[src/rtl/seg_disp_pkg.sv]
// Shared constants and types for the multiplexed six-digit seven-segment display.
package seg_disp_pkg;

    localparam int NUM_DIGITS = 6;
    localparam int CODE_W     = 4;

    localparam logic [6:0]            SEG_OFF = 7'h00;
    localparam logic [NUM_DIGITS-1:0] ENB_OFF = 6'h3F;

    // Segment order is {g,f,e,d,c,b,a}, active high.
    localparam logic [6:0] GLYPH_0 = 7'h3F;
    localparam logic [6:0] GLYPH_1 = 7'h06;
    localparam logic [6:0] GLYPH_2 = 7'h5B;
    localparam logic [6:0] GLYPH_3 = 7'h4F;
    localparam logic [6:0] GLYPH_4 = 7'h66;
    localparam logic [6:0] GLYPH_5 = 7'h6D;
    localparam logic [6:0] GLYPH_6 = 7'h7D;
    localparam logic [6:0] GLYPH_7 = 7'h07;
    localparam logic [6:0] GLYPH_8 = 7'h7F;
    localparam logic [6:0] GLYPH_9 = 7'h6F;
    localparam logic [6:0] GLYPH_A = 7'h77;
    localparam logic [6:0] GLYPH_B = 7'h7C;
    localparam logic [6:0] GLYPH_C = 7'h39;
    localparam logic [6:0] GLYPH_D = 7'h5E;
    localparam logic [6:0] GLYPH_E = 7'h79;
    localparam logic [6:0] GLYPH_F = 7'h71;

    typedef enum logic {
        PH_BLANK,
        PH_SHOW
    } phase_t;

    typedef struct packed {
        logic                         lzb;
        logic [NUM_DIGITS-1:0]        dp;
        logic [NUM_DIGITS*CODE_W-1:0] digits;
    } frame_t;

endpackage

[src/rtl/seg_hex_dec.sv]
// Combinational 4-bit code to seven-segment glyph decoder (0-9, A b C d E F).
module seg_hex_dec
    import seg_disp_pkg::*;
(
    input  logic [CODE_W-1:0] code_i,
    output logic [6:0]        seg_o
);

    always_comb begin
        // NOTE: every combinational output gets a default first, so no path leaves it unassigned and no latch is inferred.
        seg_o = SEG_OFF;
        case (code_i)
            4'h0: seg_o = GLYPH_0;
            4'h1: seg_o = GLYPH_1;
            4'h2: seg_o = GLYPH_2;
            4'h3: seg_o = GLYPH_3;
            4'h4: seg_o = GLYPH_4;
            4'h5: seg_o = GLYPH_5;
            4'h6: seg_o = GLYPH_6;
            4'h7: seg_o = GLYPH_7;
            4'h8: seg_o = GLYPH_8;
            4'h9: seg_o = GLYPH_9;
            4'hA: seg_o = GLYPH_A;
            4'hB: seg_o = GLYPH_B;
            4'hC: seg_o = GLYPH_C;
            4'hD: seg_o = GLYPH_D;
            4'hE: seg_o = GLYPH_E;
            4'hF: seg_o = GLYPH_F;
            default: seg_o = SEG_OFF;
        endcase
    end

endmodule

[src/rtl/seg_scan_disp.sv]
// Six-digit multiplexed seven-segment scanner with per-slot blanking, frame-aligned
// double-buffered updates and leading-zero suppression. All outputs come from flops.
module seg_scan_disp
    import seg_disp_pkg::*;
#(
    parameter int SCAN_DIV  = 50000,
    parameter int BLANK_CYC = 16
) (
    input  logic                         clk,
    input  logic                         rst_n,
    input  logic [NUM_DIGITS*CODE_W-1:0] i_digits,
    input  logic [NUM_DIGITS-1:0]        i_dp,
    input  logic                         i_lzb,
    input  logic                         i_load,
    output logic                         o_ack,
    output logic                         o_frame,
    output logic [6:0]                   o_seg,
    output logic                         o_seg_dp,
    output logic [NUM_DIGITS-1:0]        o_seg_enb
);

    localparam int               CNT_W     = (SCAN_DIV > 1) ? $clog2(SCAN_DIV) : 1;
    localparam logic [CNT_W-1:0] CNT_LAST  = CNT_W'(SCAN_DIV - 1);
    localparam logic [CNT_W-1:0] BLANK_END = CNT_W'(BLANK_CYC);
    localparam logic [2:0]       IDX_LAST  = 3'(NUM_DIGITS - 1);

    logic [CNT_W-1:0]      cnt_q, cnt_d;
    logic [2:0]            idx_q, idx_d;
    frame_t                stage_q, stage_d;
    frame_t                disp_q, disp_d;
    logic                  pending_q, pending_d;
    logic [6:0]            seg_q, seg_d;
    logic                  dp_q, dp_d;
    logic [NUM_DIGITS-1:0] enb_q, enb_d;
    logic                  ack_q, ack_d;
    logic                  frame_q, frame_d;

    phase_t                phase_d;
    logic                  slot_end;
    logic                  boundary;
    frame_t                load_data;
    logic [CODE_W-1:0]     code;
    logic [6:0]            glyph;
    logic [NUM_DIGITS-1:0] blank_mask;
    logic                  zero_run;

    assign load_data = {i_lzb, i_dp, i_digits};

    always_comb begin
        slot_end = (cnt_q == CNT_LAST);
        boundary = slot_end && (idx_q == IDX_LAST);
        cnt_d    = slot_end ? '0 : cnt_q + CNT_W'(1);
        idx_d    = idx_q;
        if (slot_end) begin
            idx_d = (idx_q == IDX_LAST) ? '0 : idx_q + 3'd1;
        end
        phase_d = (cnt_d < BLANK_END) ? PH_BLANK : PH_SHOW;
    end

    // A load on the boundary cycle itself wins over older staged data.
    always_comb begin
        stage_d   = stage_q;
        pending_d = pending_q;
        disp_d    = disp_q;
        ack_d     = 1'b0;
        frame_d   = boundary;
        if (i_load) begin
            stage_d   = load_data;
            pending_d = 1'b1;
        end
        if (boundary && (pending_q || i_load)) begin
            disp_d    = i_load ? load_data : stage_q;
            pending_d = 1'b0;
            ack_d     = 1'b1;
        end
    end

    // Blank digits 5..1 while everything from the top down to them is zero.
    always_comb begin
        blank_mask = '0;
        zero_run   = 1'b1;
        for (int k = NUM_DIGITS - 1; k > 0; k--) begin
            zero_run      = zero_run && (disp_d.digits[k*CODE_W +: CODE_W] == '0);
            blank_mask[k] = zero_run && disp_d.lzb;
        end
    end

    assign code = disp_d.digits[int'(idx_d)*CODE_W +: CODE_W];

    seg_hex_dec u_dec (
        .code_i (code),
        .seg_o  (glyph)
    );

    // Outputs are computed from next-state so the flopped values line up with cnt_q/idx_q.
    always_comb begin
        seg_d = SEG_OFF;
        dp_d  = 1'b0;
        enb_d = ENB_OFF;
        if (phase_d == PH_SHOW) begin
            enb_d[idx_d] = 1'b0;
            seg_d        = blank_mask[idx_d] ? SEG_OFF : glyph;
            dp_d         = disp_d.dp[idx_d];
        end
    end

    always_ff @(posedge clk or negedge rst_n) begin
        if (!rst_n) begin
            cnt_q     <= '0;
            idx_q     <= '0;
            stage_q   <= '0;
            disp_q    <= '0;
            pending_q <= 1'b0;
            seg_q     <= SEG_OFF;
            dp_q      <= 1'b0;
            enb_q     <= ENB_OFF;
            ack_q     <= 1'b0;
            frame_q   <= 1'b0;
        end else begin
            // NOTE: non-blocking assignments so every flop samples the pre-edge values.
            cnt_q     <= cnt_d;
            idx_q     <= idx_d;
            stage_q   <= stage_d;
            disp_q    <= disp_d;
            pending_q <= pending_d;
            seg_q     <= seg_d;
            dp_q      <= dp_d;
            enb_q     <= enb_d;
            ack_q     <= ack_d;
            frame_q   <= frame_d;
        end
    end

    assign o_seg     = seg_q;
    assign o_seg_dp  = dp_q;
    assign o_seg_enb = enb_q;
    assign o_ack     = ack_q;
    assign o_frame   = frame_q;

endmodule

[config.mk]
export PLATFORM = sky130hd
export DESIGN_NAME = seg_scan_disp
export DESIGN_NICKNAME = d
export VERILOG_FILES = /design/src/rtl/seg_disp_pkg.sv /design/src/rtl/seg_hex_dec.sv /design/src/rtl/seg_scan_disp.sv
export SDC_FILE = /design/constraint.sdc
export NUM_CORES = 1
export LEC_CHECK = 0
export ABC_AREA = 1
export CAP_MARGIN = 10
export CORE_ASPECT_RATIO = 2
export CORE_MARGIN = 8
export CORE_UTILIZATION = 44
export CTS_CLUSTER_DIAMETER = 30
export DETAILED_ROUTE_END_ITERATION = 10
export PLACE_DENSITY = 0.78
export SLEW_MARGIN = 20
export SYNTH_ARGS = -nofsm -noshare
export SYNTH_HDL_FRONTEND = slang
export SYNTH_SLANG_ARGS = --single-unit
[constraint.sdc]
create_clock -name clk -period 2.6 [get_ports clk]
set_input_delay 0.52 -clock clk [delete_from_list [all_inputs] [get_ports clk]]
set_output_delay 0.52 -clock clk [all_outputs]
set_load 0.03 [all_outputs]
Word-level counts from Yosys, hierarchy flattened
Memories as Yosys holds them, arrays and structs flattened.
Index checks and enable logic that the tools add are counted.

word-level totals
  memory bits (read-only) = 112
  output and inout bits = 16
  input bits = 34
  memories kept = 1
  logic and storage cells = 61
  flip-flop bits (word level) = 98

memories
  memory           words  bits a word  rd ports  clocked after memory_dff  wr ports  line               RTL
  (no name shown)  16     7            1         0                         0         seg_hex_dec.sv:12  case (code_i)

operators by class
  reduce and logical (&&, ||, !) cells = 19
  bitwise operators = 1
  eq/ne operators = 2
  add/subtract/negate cells = 2
  muxes and demuxes = 18
  shift-type cells = 1
  $lt $le $gt $ge = 3

operator list
  kind                   count
  $mux 31                2
  $shiftx 24x6->4        1
  $logic_not 4->1        5
  $add 16x1->16 const B  1
  $eq 16x16->1 const B   1
  $lt 16x5->1 const B    1
  $mux 16                1
  $mux 7                 2
  $logic_and 1x1->1      12
  $mux 1                 7
  $bmux 1 s3             2
  $mux 3                 2
  $mux 6                 1
  $not 6->6              1
  $lt 3x4->1 const B     1
  $add 3x1->3 const B    1
  $demux 1 s3            1
  $eq 3x3->1 const B     1
  $ge 3x1->1 const B     1
  $reduce_bool 2->1      1
  $logic_or 1x1->1       1

Longest topological paths before layout
Gate-level depths: netlist of run 1.

  word-level depth = 14
  gate-level depth with buffers = 22
  gate-level depth less buffers = 22

Modules after synthesis
Synthesis of run 1 repeated with hierarchy kept, for this count alone.

second synthesis, totals
  cells, all modules = 588
  area, all modules = 4830.9 um^2

modules (own cells, without submodules)
  module         times used  area each (um^2)  cells each  seq. area each (um^2)
  seg_scan_disp  1           4554.4            536         2459.9
  seg_hex_dec    1           276.5             52          0.0

Worst setup path before layout of run 1
Ideal clock, no wire load.

  kind = reg-to-reg
  start point = reg cnt_q[0]
  end point = reg seg_q[5] (netlist: o_seg[5])
  buffers on the path = 1
  arrival time = 2.344 ns
  cell stages (with the launch flop) = 23
  setup time = 0.117 ns
  data required time = 2.483 ns
  clock period less this slack = 2.461 ns
  path slack = 0.139 ns
  path through = dfrtp_1 -> ha_1 -> nand2_1 -> nor2_2 -> nand3_1 -> nor2_2 -> buf_6 -> nand2_2 -> nand2_4 -> inv_4 -> nor2_2 -> nand2_1 -> nand2_1 -> nor2_1 -> nand2_2 -> inv_1 -> ha_1 -> inv_1 -> nand4_1 -> nand3_1 -> nand2_1 -> inv_1 -> nor2_2

between the ends
  elaborated cells on any way between the ends = 28
  those cells by class = add/sub: 1; order compare: 1; eq/ne: 1; shift: 1; mux: 7; reduce/logical: 16; memory: 1

RTL lines
  item                                           line                                       RTL
  from (decl)                                    seg_scan_disp.sv:27                        logic [CNT_W-1:0] cnt_q, cnt_d;
  from (signal assigned)                         seg_scan_disp.sv:121                       cnt_q <= cnt_d;
  $eq 16x16->1 (*)                               seg_scan_disp.sv:50                        slot_end = (cnt_q == CNT_LAST);
  $mux 3 (*)                                     seg_scan_disp.sv:54                        if (slot_end) begin
  net idx_d[0]                                   seg_scan_disp.sv:28                        logic [2:0] idx_q, idx_d;
  $shiftx 24x6->4 or $bmux 1 s3 (tied branches)  seg_scan_disp.sv:88, seg_scan_disp.sv:102
  $mem_v2 16x7 or $mux 1 (tied branches)         -
  $mux 7 (*)                                     seg_scan_disp.sv:102                       seg_d = blank_mask[idx_d] ? SEG_OFF : glyph;
  $mux 7 (*)                                     seg_scan_disp.sv:100                       if (phase_d == PH_SHOW) begin
  net seg_d[5]                                   seg_scan_disp.sv:32                        logic [6:0] seg_q, seg_d;
  to (signal assigned)                           seg_scan_disp.sv:126                       seg_q <= seg_d;
  to (decl)                                      seg_scan_disp.sv:32

Mark *: on every way through the listed nets, which the timed path passes. The rest lies on a longest branch. The select of a mux whose other input is x is not followed.
A chain may end at the register's enable or synchronous reset.

==> impl_results.md, run 1 <==
* Root Driver: clkbuf_16
* Clk slew on worst S/H paths at 0.07 ns
* Largest net degree at the start of global routing at 61
* Psw at around 0.7 mW
* CP Class: flip-flop to flip-flop
* Diodes inserted at 0
* Multiplexer share of the synthesized area at 0%
* Slew Limit Headroom at 64.73%
* Detailed placer's ending HPWL at 10840 um
* Final instance area at 7128 um2
* Post-synthesis sequential area ratio at 50.32%
* Fin crit share at 104.4%
* Synth Area in Compound Gates at 2.713%
* Final Power at about 3.3 mW
* Max Freq at roughly 370 MHz
* CTS H-tree lvls at 3
* Clk buf depth at 2
* Register bit total from synthesis at between 90 and 100
* Logic pwr share at 5.5%
* CP Capture Type: flip-flop
* Met2 Track Usage GR at 37.73%
* Startpoint Class: flip-flop
* Netlist Area Pre-Place at 4888 um2
* Placement Cell Area at between 6000 and 7000 um2
* Simple-Gate Fraction of Synth Area at 36.86%
* Clock latency on the worst-skew pair at 0.35 ns
* Initial DRC Count at approximately 390
* Mean Syn Cell Area at 7.834 um2
* Worst reg2reg path depth at 18
* Vias per cell at 5.151
* CTS tree: built
* Fin nets at 827
* Die H at 165.1 um
* Final GP Congestion at approximately 0.92
* Antenna-violating nets left at 0
* Worst-Margin Slew at 0.5290 ns
* DRC at 0
* Most used routing layer: met2
* Prevailing post-synth register cell: dfrtp_1
* Core Area at 10880 um2
* Chip width at 90.53 um
* Initial antenna violation count at 0
* Die ar. at 14940 um2
* EDFF count, synth at 0
* Leak at about 3.7 nW
* Layout cells sized above 1 at 33.33%
* Initial Utilization at between 40 and 50%
* Worst VDD drop at 0.4017 mV
* Clock power share at 46.7%
* Synth warn at 0
* XOR/XNOR Fraction of Synth Area at 0.5375%
* Met1 Track Usage GR at 18.18%
* Num ports at 50
* Crit path time final at around 2.7 ns
* Dpl cells at 888
* Total grt overflow at 0
* Inserted Clock Buffers at 9
* Setup_tns at -0.5513 ns
* Unrepaired setup endpoints after global routing: true
* Largest family of logic cells by synthesized area: simple AND/OR/NAND/NOR gates
* Syn nets at between 600 and 700
* Worst Hold Class: input pin to async pin
* Post-synth ARST share at 100.0%
* Worst R2R Setup Slack at -0.11 ns
* Run status: finished, violations left
* Max_cap viols at 0
* Final hold vios at 0
* Arrival time of the worst setup path at 2.99 ns
* First-pass GRT wire length at approximately 23000 um
* Final clock skew at 0.009791 ns
* Sw Ratio at about 22%
* Final worst slack at -0.1136 ns
* Yosys cell types at 39
* Drt total wl at ~16000 um
* Critical Path RT at 2.88 ns
* Fillcell total at roughly 800
* GRT Util Overall at 19.77%
* End of the worst register-to-register path: o_seg[5]
* Grt met3 use at between 2 and 3%
* Pre-CTS setup slack at -0.4752 ns
* Num Clock Sinks at between 90 and 100
* Power Density at 464.3 nW/um2
* Sequential share of power at 47.8%
* Post-CTS Hold Fix Bufs at 0
* Internal Pwr Total at between 2 and 3 mW
* Post-Syn Instances at 624
* FP Rows at 54
* WHS at 0.1430 ns
* Slew Viols, Final at 0
* Routed len/inst at 17.05 um
* Vias in the first global route at 4888
* Final Core Density at 65.53%
* Number of buffers added on ports at about 50
* Final std cells w/o fill at about 930
* Adder-cell share of the synthesized area at 1.536%
* Failing checks: negative setup slack
* Reg-to-reg critical path startpoint: cnt_q[0]
* Crit-path max FO at 8
* Total number of vias at roughly 4800
* Final setup fails at 7
* DRT Pass-1 Iters at 5
* Area growth syn-to-layout at 45.82%
[worst max-delay path, cell delays in order (launching register included)]
cell     delay [ns]
dfrtp_1        0.39
ha_4           0.18
nand3_4        0.10
nor2_4         0.16
buf_6          0.11
nand4_1        0.22
buf_6          0.23
nand2_1        0.09
nand2_2        0.08
nand2_2        0.08
nand3_2        0.10
nor2_4         0.25
inv_4          0.09
ha_4           0.18
nand2_2        0.09
nand3_1        0.09
nand2_1        0.07
inv_1          0.05
nor2_2         0.08
[registers in the layout, summed over array words and instances, names as in the netlist]
register,cells
cnt_q,16
disp_q,31
idx_q,3
o_ack,1
o_frame,1
o_seg,7
o_seg_dp,1
o_seg_enb,6
pending_q,1
stage_q,31
[final cells by class]
| class | count | area [um2] | area share (%) |
|---|---|---|---|
| well taps | 140 | 175.2 | 2.457 |
| inverters | 71 | 279.0 | 3.914 |
| clock buffers | 10 | 229.0 | 3.212 |
| repair buffers | 169 | 1470 | 20.62 |
| clock inverters | 6 | 116.4 | 1.632 |
| flip-flops and latches | 98 | 2460 | 34.51 |
| multi-input cells | 438 | 2399 | 33.65 |
[repair_timing]
item,4_1_cts,5_1_grt
endpoints found under the setup margin,11,14
cloned,0,2
resized for setup,33,89
pin swaps,16,47
buffers inserted,8,18
[synth_stat cells (2+ instances only)]
cell,n,area [um2]
buf_2,4,20.02
buf_4,3,22.52
buf_6,5,56.30
clkbuf_1,5,18.77
dfrtp_1,92,2302
dfstp_2,6,157.7
ha_1,6,75.07
inv_1,66,247.7
inv_2,2,7.510
inv_4,2,12.51
nand2_1,255,957.2
nand2_2,8,50.05
nand2_4,2,22.52
nand3_1,27,135.1
nand3_2,6,60.06
nand3b_1,2,15.01
nand4_1,23,143.9
nor2_1,50,187.7
nor2_2,12,75.07
nor2_4,2,22.52
nor3_1,5,25.02
o21ai_0,15,75.07
o21ai_1,3,15.01
or2_2,6,37.54
xor2_1,3,26.28
[worst max path at each step]
stage / startpoint / to / slack, ns / cells past startpoint
after global routing: cnt_q[0] / o_seg[5] / -0.27 / 18
after detailed placement: i_load / o_seg[6] / -0.48 / 17
after global placement: i_load / o_seg[6] / -0.44 / 17
after floorplan: cnt_q[0] / o_seg[5] / 0.14 / 22
after CTS: i_load / o_seg[3] / 0.003 / 15
final: cnt_q[0] / o_seg[5] / -0.11 / 18
[power by group through the flow]
stage | combinational (mW) | clock [mW] | sequential, mW
global route | 0.205 | 1.62 | 1.58
CTS | 0.183 | 1.54 | 1.58
finish | 0.183 | 1.55 | 1.58
floorplan | 0.0600 | 0 | 1.60
detailed placement | 0.179 | 0 | 1.61
global placement | 0.176 | 0 | 1.61
[placed cells by master (no fill, tap or decap), drive strengths merged]
| cell type | synthesis | layout |
|---|---|---|
| nand2 | 265 | 265 |
| buf | 13 | 121 |
| dfrtp | 92 | 92 |
| inv | 70 | 71 |
| nor2 | 64 | 64 |
| clkdlybuf4s50 | 0 | 47 |
| nand3 | 34 | 35 |
| nand4 | 24 | 24 |
| o21ai | 19 | 19 |
| clkbuf | 5 | 10 |
| nor3 | 7 | 7 |
| or2 | 6 | 6 |
| dfstp | 6 | 6 |
| ha | 6 | 6 |
| xor2 | 3 | 3 |
| clkinv | 1 | 3 |
| bufinv | 0 | 3 |
| nand3b | 2 | 2 |
| a21oi | 2 | 2 |
| a31oi | 1 | 1 |
| nor4 | 1 | 1 |
| nor3b | 1 | 1 |
| o22ai | 1 | 1 |
| o211ai | 1 | 1 |
| dlymetal6s2s | 0 | 1 |
[metal layers]
layer  vias to the layer above  wire length [um]
met5                         -                 0
met4                         0              1176
met3                        79               580
met2                       195              8699
met1                      2265              5433
li1                       2262                 -
[cell families after synthesis]
logic type | count (synthesis)
XOR/XNOR | 3
AND/OR/NAND/NOR | 404
AO/OA/AOI/OAI | 24
adder cells (fa/ha/maj) | 6
buffers and inverters | 89
flip-flops | 98
Note: power is estimated with default switching activity, not from simulation.
==> run 2, diff against run 1 <==
--- a/config.mk
+++ b/config.mk
@@ -9,10 +9,10 @@
 export CAP_MARGIN = 10
 export CORE_ASPECT_RATIO = 2
 export CORE_MARGIN = 8
-export CORE_UTILIZATION = 44
+export CORE_UTILIZATION = 25
 export CTS_CLUSTER_DIAMETER = 30
 export DETAILED_ROUTE_END_ITERATION = 10
-export PLACE_DENSITY = 0.78
+export PLACE_DENSITY = 0.54
 export SLEW_MARGIN = 20
 export SYNTH_ARGS = -nofsm -noshare
 export SYNTH_HDL_FRONTEND = slang
==> impl_results.md, run 2 (synthesis gave the netlist of run 1 again) <==
* Die ar. at 24560 um2 (+64%)
* Sequential cell area at 2460 um2 (unchanged)
* CP cell instances: ha_4 -> nand2_4 -> nor2_4 -> nand3_2 -> nor2_4 -> buf_6 -> nand2_8 -> nand2_8 -> inv_4 -> nor2_4 -> nand2_2 -> nand2_2 -> nor2_2 -> nand2_2 -> inv_2 -> ha_4 -> inv_2 -> nand4_1 -> nand3_2 -> nand2_2 -> inv_2 -> nor2_2
* Fin crit share at 99.10% (-5.3 points)
* Multi-input logic area at 2427 um2 (+1.2%)
* Chip width at 114.9 um (+27%)
* Max Freq at 388.1 MHz (+5.3%)
* Worst-Margin Slew at 0.4197 ns (-0.1094 ns)
* Largest net degree at the start of global routing at 38 (-38%)
* Worst VDD drop at 0.2929 mV (-27%)
* Initial antenna violation count at 0 (unchanged)
* Met3 wire length at 347 um (-40%)
* Detailed placer's ending HPWL at 11920 um (+10%)
* Num ports at 50 (unchanged)
* Die H at 213.8 um (+29%)
* Highest routed metal layer: met4
* Worst path slowest cell: dfrtp_1
* CP bufs+invs at 5 (+1)
* Startpoint Class: flip-flop
* Leak at 3.710 nW (-0.11%)
* Fin nets at 827 (unchanged)
* Met2 routed WL at 9070 um (+4.3%)
* Diodes inserted at 0 (unchanged)
* Drt total wl at 15190 um (-4.4%)
* Antenna-violating nets left at 0 (unchanged)
* Crit-path max FO at 5 (-3)
* CP peak stage delay at 0.39 ns (about the same)
* Total grt overflow at 0 (unchanged)
* CTS tree: built
* GRT Util Overall at 12.75% (-7.0 points)
* Vias per cell at 4.326 (-16%)
* Crit-path most repeated cell: nand2_2
* Layout cells sized above 1 at 32.32% (-1.0 points)
* Fillcell total at 2014 (+150%)
* Clk buf depth at 2 (unchanged)
* Final hold vios at 0 (unchanged)
* Core Area at 19280 um2 (+77%)
* Vias in the first global route at 4754 (-2.7%)
* Power Density at 441.4 nW/um2 (-4.9%)
* Routed len/inst at 14.45 um (-15%)
* Most common cell after layout, fill and taps aside: nand2_1
* FP Rows at 72 (+33%)
* Clock latency on the worst-skew pair at 0.35 ns (about the same)
* Routed length on met1 at 4874 um (-10%)
* DRT Pass-1 Iters at 4 (-1)
* Final GP Congestion at 0.8636 (-6.2%)
* Slew Limit Headroom at 72.02% (+7.3 points)
* Inserted Clock Buffers at 9 (unchanged)
* Num Clock Sinks at 98 (unchanged)
* Slew Viols, Final at 0 (unchanged)
* Run status: finished, final reports clean
* Final clock skew at 0.004602 ns (-0.005189 ns)
* Final setup fails at 0 (-7)
* Root Driver: clkbuf_16
* CP Capture Type: flip-flop
* Initial Utilization at 25.36% (-20 points)
* Final Core Density at 37.73% (-28 points)
* Most frequent cells in the layout: nand2_1 (235), buf_4 (103), dfrtp_1 (92), inv_1 (51), clkdlybuf4s50_1 (47)
* Initial DRC Count at 144 (-63%)
* Area growth syn-to-layout at 48.81%
* CP Class: flip-flop to flip-flop
* First-pass GRT wire length at 23610 um (+1.8%)
* Worst Hold Class: input pin to async pin
* Unrepaired setup endpoints after global routing: true
* Cell family with most CP delay: simple AND/OR/NAND/NOR gates
* Critical Path RT at 2.85 ns (-0.03 ns)
* Total number of vias at 4547 (-5.3%)
* Post-CTS Hold Fix Bufs at 0 (unchanged)
* CTS H-tree lvls at 3 (unchanged)
* Final Power at 3.211 mW (-3.0%)
* Max_cap viols at 0 (unchanged)
* Clk slew on worst S/H paths at 0.06 ns (about the same)
* Arrival time of the worst setup path at 2.82 ns (-0.17 ns)
* Crit path time final at 2.577 ns (-0.1371 ns)
* DRC at 0 (unchanged)
* Largest registers: disp_q: 31 flops, stage_q: 31 flops, cnt_q: 16 flops
* Number of buffers added on ports at 49 (unchanged)
run 2: area by class of cell:
type / count / share of cell area [%]
clock buffer: 11 / 3.337
inverter: 71 / 3.870
tap: 259 / 4.455
timing repair buffer: 169 / 20.09
multi-input combinational: 438 / 33.37
sequential: 98 / 33.81
clock inverter: 5 / 1.066
run 2: worst paths after layout:
path	startpoint	endpoint	slack, ns	depth (start not counted)
max in group asynchronous	rst_n	o_seg_enb[0]	1.79	2
max reg2reg	cnt_q[0]	o_seg[5]	0.02	22
min	rst_n	stage_q[16]	0.1	1
min in group clk	stage_q[29]	stage_q[29]	0.47	2
max	cnt_q[0]	o_seg[5]	0.02	22
min reg2reg	stage_q[29]	stage_q[29]	0.47	2
run 2: stage by stage:
stage               std cells  setup TNS, ns  setup WS (ns)  cell area (um2)  hold WS (ns)
finish                   1051              0        0.02346             7274       0.09857
global route             1051         -1.676        -0.1585             7274        0.1267
CTS                      1038     -0.0009270     -0.0009270             6940        0.1086
detailed placement       1010         -2.936        -0.4509             6312        0.4558
global placement         1010         -2.613        -0.3998             6312        0.4529
floorplan                 624              0         0.1394             4888        0.2244
run 2: routing by layer:
| layer | vias up | GRT usage, % |
|---|---|---|
| met4 | 0 | 9.352 |
| li1 | 2255 | - |
| met3 | 43 | 1.946 |
| met1 | 2170 | 10.47 |
| met5 | - | 0 |
| met2 | 79 | 25.93 |
run 2: report_power, final:
part | total [mW] | switching (mW) | internal (mW)
Sequential | 1.58 | 0.0104 | 1.57
Combinational | 0.188 | 0.101 | 0.0871
Clock | 1.45 | 0.580 | 0.866
run 2: repair_timing:
item / 4_1_cts / 5_1_grt
gates resized for setup: 56 / 66
buffers inserted: 13 / 12
setup endpoints to repair: 10 / 14
pin swaps: 28 / 41
cloned: 0 / 2
run 2: worst reg2reg max path: cells and delay by family, from the launching register on:
family,cells,cell delay (ns)
simple gates,15,1.33
flops,1,0.39
buf+inv,5,0.39
fa+ha+maj,2,0.36
==> run 3, diff against run 2 <==
--- a/config.mk
+++ b/config.mk
@@ -5,7 +5,6 @@
 export SDC_FILE = /design/constraint.sdc
 export NUM_CORES = 1
 export LEC_CHECK = 0
-export ABC_AREA = 1
 export CAP_MARGIN = 10
 export CORE_ASPECT_RATIO = 2
 export CORE_MARGIN = 8
==> impl_results.md, run 3 <==
* Clk slew on worst S/H paths at 0.07 ns (about the same)
* Count leader, synth: dfrtp_1
* Clock latency on the worst-skew pair at 0.34 ns (about the same)
* Run status: finished, violations left
* Core Area at 18040 um2 (-6.4%)
* Mean Syn Cell Area at 11.45 um2 (+46%)
* CP Class: flip-flop to flip-flop
* Routed length on met1 at 5558 um (+14%)
* CP cell instances: or4b_4 -> or4_4 -> buf_4 -> or3_4 -> and2_4 -> a222oi_1 -> inv_1 -> ha_4 -> or3_1 -> o21ai_1 -> o21ba_1
* Post-synth ARST share at 100.0% (unchanged)
* Final hold vios at 0 (unchanged)
* Final GP Congestion at 0.9023 (+4.5%)
* Largest registers: disp_q: 31 flops, stage_q: 31 flops, cnt_q: 16 flops
* Post-CTS Hold Fix Bufs at 0 (unchanged)
* Inserted Clock Buffers at 9 (unchanged)
* Worst VDD drop at 0.2807 mV (-4.2%)
* Arrival time of the worst setup path at 3.75 ns (+0.93 ns)
* Register bit total from synthesis at 98 (unchanged)
* Setup_tns at -5.800 ns (-5.800 ns)
* GRT Util Overall at 10.82% (-1.9 points)
* CTS tree: built
* Clk buf depth at 2 (unchanged)
* Worst Hold Class: input pin to async pin
* Power Density at 480.8 nW/um2 (+8.9%)
* Met2 routed WL at 6105 um (-33%)
* Fin nets at 592 (-28%)
* Synth cell count leaders: dfrtp_1 (92), mux2_2 (41), nor2_1 (34), nand2_1 (27), inv_1 (20)
* Sequential cell area at 2460 um2 (unchanged)
* Largest cells by area after synthesis: dfrtp_1 (51%), mux2_2 (10%), mux2i_1 (3.5%)
* Met3 wire length at 507 um (+46%)
* Worst-Margin Slew at 0.5347 ns (+0.1150 ns)
* Most frequent cells in the layout: buf_4 (106), dfrtp_1 (92), clkdlybuf4s50_1 (47), mux2_2 (41), nor2_1 (34)
* Chip width at 111.5 um (-3.0%)
* Largest net degree at the start of global routing at 44 (+16%)
* Routed len/inst at 16.00 um (+11%)
* Vias in the first global route at 3593 (-24%)
* CP Capture Type: flip-flop
* Final worst slack at -0.8639 ns (-0.8874 ns)
* Fin crit share at 133.2% (+34 points)
* Die ar. at 23060 um2 (-6.1%)
* Crit-path max FO at 5 (unchanged)
* Placement Cell Area at 6020 um2 (-4.6%)
* First-pass GRT wire length at 19780 um (-16%)
* DRT Pass-1 Iters at 4 (unchanged)
* Final instance area at 6534 um2 (-10%)
* Yosys cell types at 63 (+62%)
* Post-synthesis sequential area ratio at 54.00% (+3.7 points)
* Root Driver: clkbuf_16
* Netlist Area Pre-Place at 4556 um2 (-6.8%)
* Num ports at 50 (unchanged)
* Final Power at 3.141 mW (-2.2%)
* Fillcell total at 1766 (-12%)
* Antenna-violating nets left at 0 (unchanged)
* CTS H-tree lvls at 3 (unchanged)
* Syn nets at 438 (-34%)
* WHS at 0.1399 ns (+0.04134 ns)
* Total grt overflow at 0 (unchanged)
* Final Core Density at 36.21% (-1.5 points)
* CP peak stage delay at 0.54 ns (+0.15 ns)
* Most common cell after layout, fill and taps aside: buf_4
* Number of buffers added on ports at 49 (unchanged)
* Area share of the largest cell type after synthesis at 50.54% (+3.4 points)
* Worst path slowest cell: or4b_4
* Synth warn at 0 (unchanged)
* Multi-input logic area at 2083 um2 (-14%)
* Detailed placer's ending HPWL at 9437 um (-21%)
* Num Clock Sinks at 98 (unchanged)
* Slew Limit Headroom at 64.14% (-7.9 points)
* EDFF count, synth at 0 (unchanged)
* Diodes inserted at 0 (unchanged)
* Drt total wl at 12370 um (-19%)
* Unrepaired setup endpoints after global routing: true
* Initial DRC Count at 188 (+31%)
* DRC at 0 (unchanged)
* FP Rows at 70 (-2.8%)
* Total number of vias at 3471 (-24%)
* Prevailing post-synth register cell: dfrtp_1
* Initial antenna violation count at 0 (unchanged)
* Die H at 206.9 um (-3.2%)
* Slew Viols, Final at 0 (unchanged)
* Final clock skew at 0.007830 ns (+0.003228 ns)
* Failing checks: negative setup slack
* Area growth syn-to-layout at 43.42%
* Post-Syn Instances at 398 (-36%)
* Area leader, netlist: dfrtp_1
* Crit path time final at 3.464 ns (+0.8874 ns)
* Max Freq at 288.7 MHz (-26%)
* Layout cells sized above 1 at 38.06% (+5.7 points)
* Startpoint Class: flip-flop
* Initial Utilization at 25.25% (-0.11 points)
* Leak at 3.024 nW (-18%)
* Vias per cell at 4.490 (+3.8%)
* Critical Path RT at 2.88 ns (+0.03 ns)
* Max_cap viols at 0 (unchanged)
* Highest routed metal layer: met4
* Final setup fails at 13 (+13)
[run 3: cell count changes after synthesis, sizes merged, moves of 20 or more]
cell | previous run | this run
nand3 | 34 | 13
nor2 | 64 | 35
nand4 | 24 | 4
mux2 | 0 | 44
inv | 70 | 21
nand2 | 265 | 28
[run 3: final timing paths]
check | endpoint | slack (ns) | startpoint | cells after the start
min in group clk | stage_q[25] | 0.48 | stage_q[25] | 2
hold reg to reg | stage_q[25] | 0.48 | stage_q[25] | 2
hold / removal | stage_q[28] | 0.14 | rst_n | 1
max in group asynchronous | o_seg_enb[4] | 1.76 | rst_n | 2
setup / recovery | o_seg[0] | -0.86 | cnt_q[13] | 11
setup reg to reg | o_seg[0] | -0.86 | cnt_q[13] | 11
[run 3: critical path, delay by kind of cell (launching register included)]
kind	cells	cell delay (ns)
AOI/OAI and AO/OA	3	0.63
adders and majority gates	1	0.22
buffers and inverters	2	0.38
and+or+nand+nor	5	1.79
DFF	1	0.38
[run 3: layer usage]
layer  up-vias  GRT usage, %
met5         -             0
met4         0         3.115
met3        14         2.141
met2        76         18.61
met1      1664         13.36
li1       1717             -
[run 3: cells by family (layout without fill, tap and decap cells)]
family | after synthesis | after routing | share of synthesized area, %
xor gates and xnor gates | 14 | 14 | 2.692
DFF | 98 | 98 | 54.00
muxes | 60 | 60 | 14.56
and+or+nand+nor | 127 | 127 | 14.83
adders and majority gates | 6 | 6 | 1.648
buffers and inverters | 36 | 195 | 3.460
AOI/OAI and AO/OA | 57 | 57 | 8.816
[run 3: layout make-up]
type	count	share of cell area, %
timing repair buffer	158	20.41
clock buffer	10	3.658
sequential	98	37.65
inverter	21	1.206
tap	216	4.136
clock inverter	6	1.053
multi-input combinational	264	31.88
[run 3: power breakdown]
group	internal (mW)	switching (mW)
clock network	0.781	0.582
logic	0.108	0.0886
registers	1.57	0.0105
[run 3: through the flow]
| stage | setup slack, ns | instances |
|---|---|---|
| floorplan | -1.207 | 398 |
| global placement | -0.7838 | 748 |
| detailed placement | -0.8573 | 748 |
| CTS | -0.7897 | 772 |
| global route | -0.9871 | 773 |
| finish | -0.8639 | 773 |
[run 3: repair_timing]
| action | 4_1_cts | 5_1_grt |
|---|---|---|
| pin swaps | 5 | 4 |
| cloned | 0 | 0 |
| hold endpoints to repair | 0 | 0 |
| gates resized for setup | 15 | 12 |
| buffers inserted | 8 | 1 |
| setup endpoints to repair | 14 | 14 |
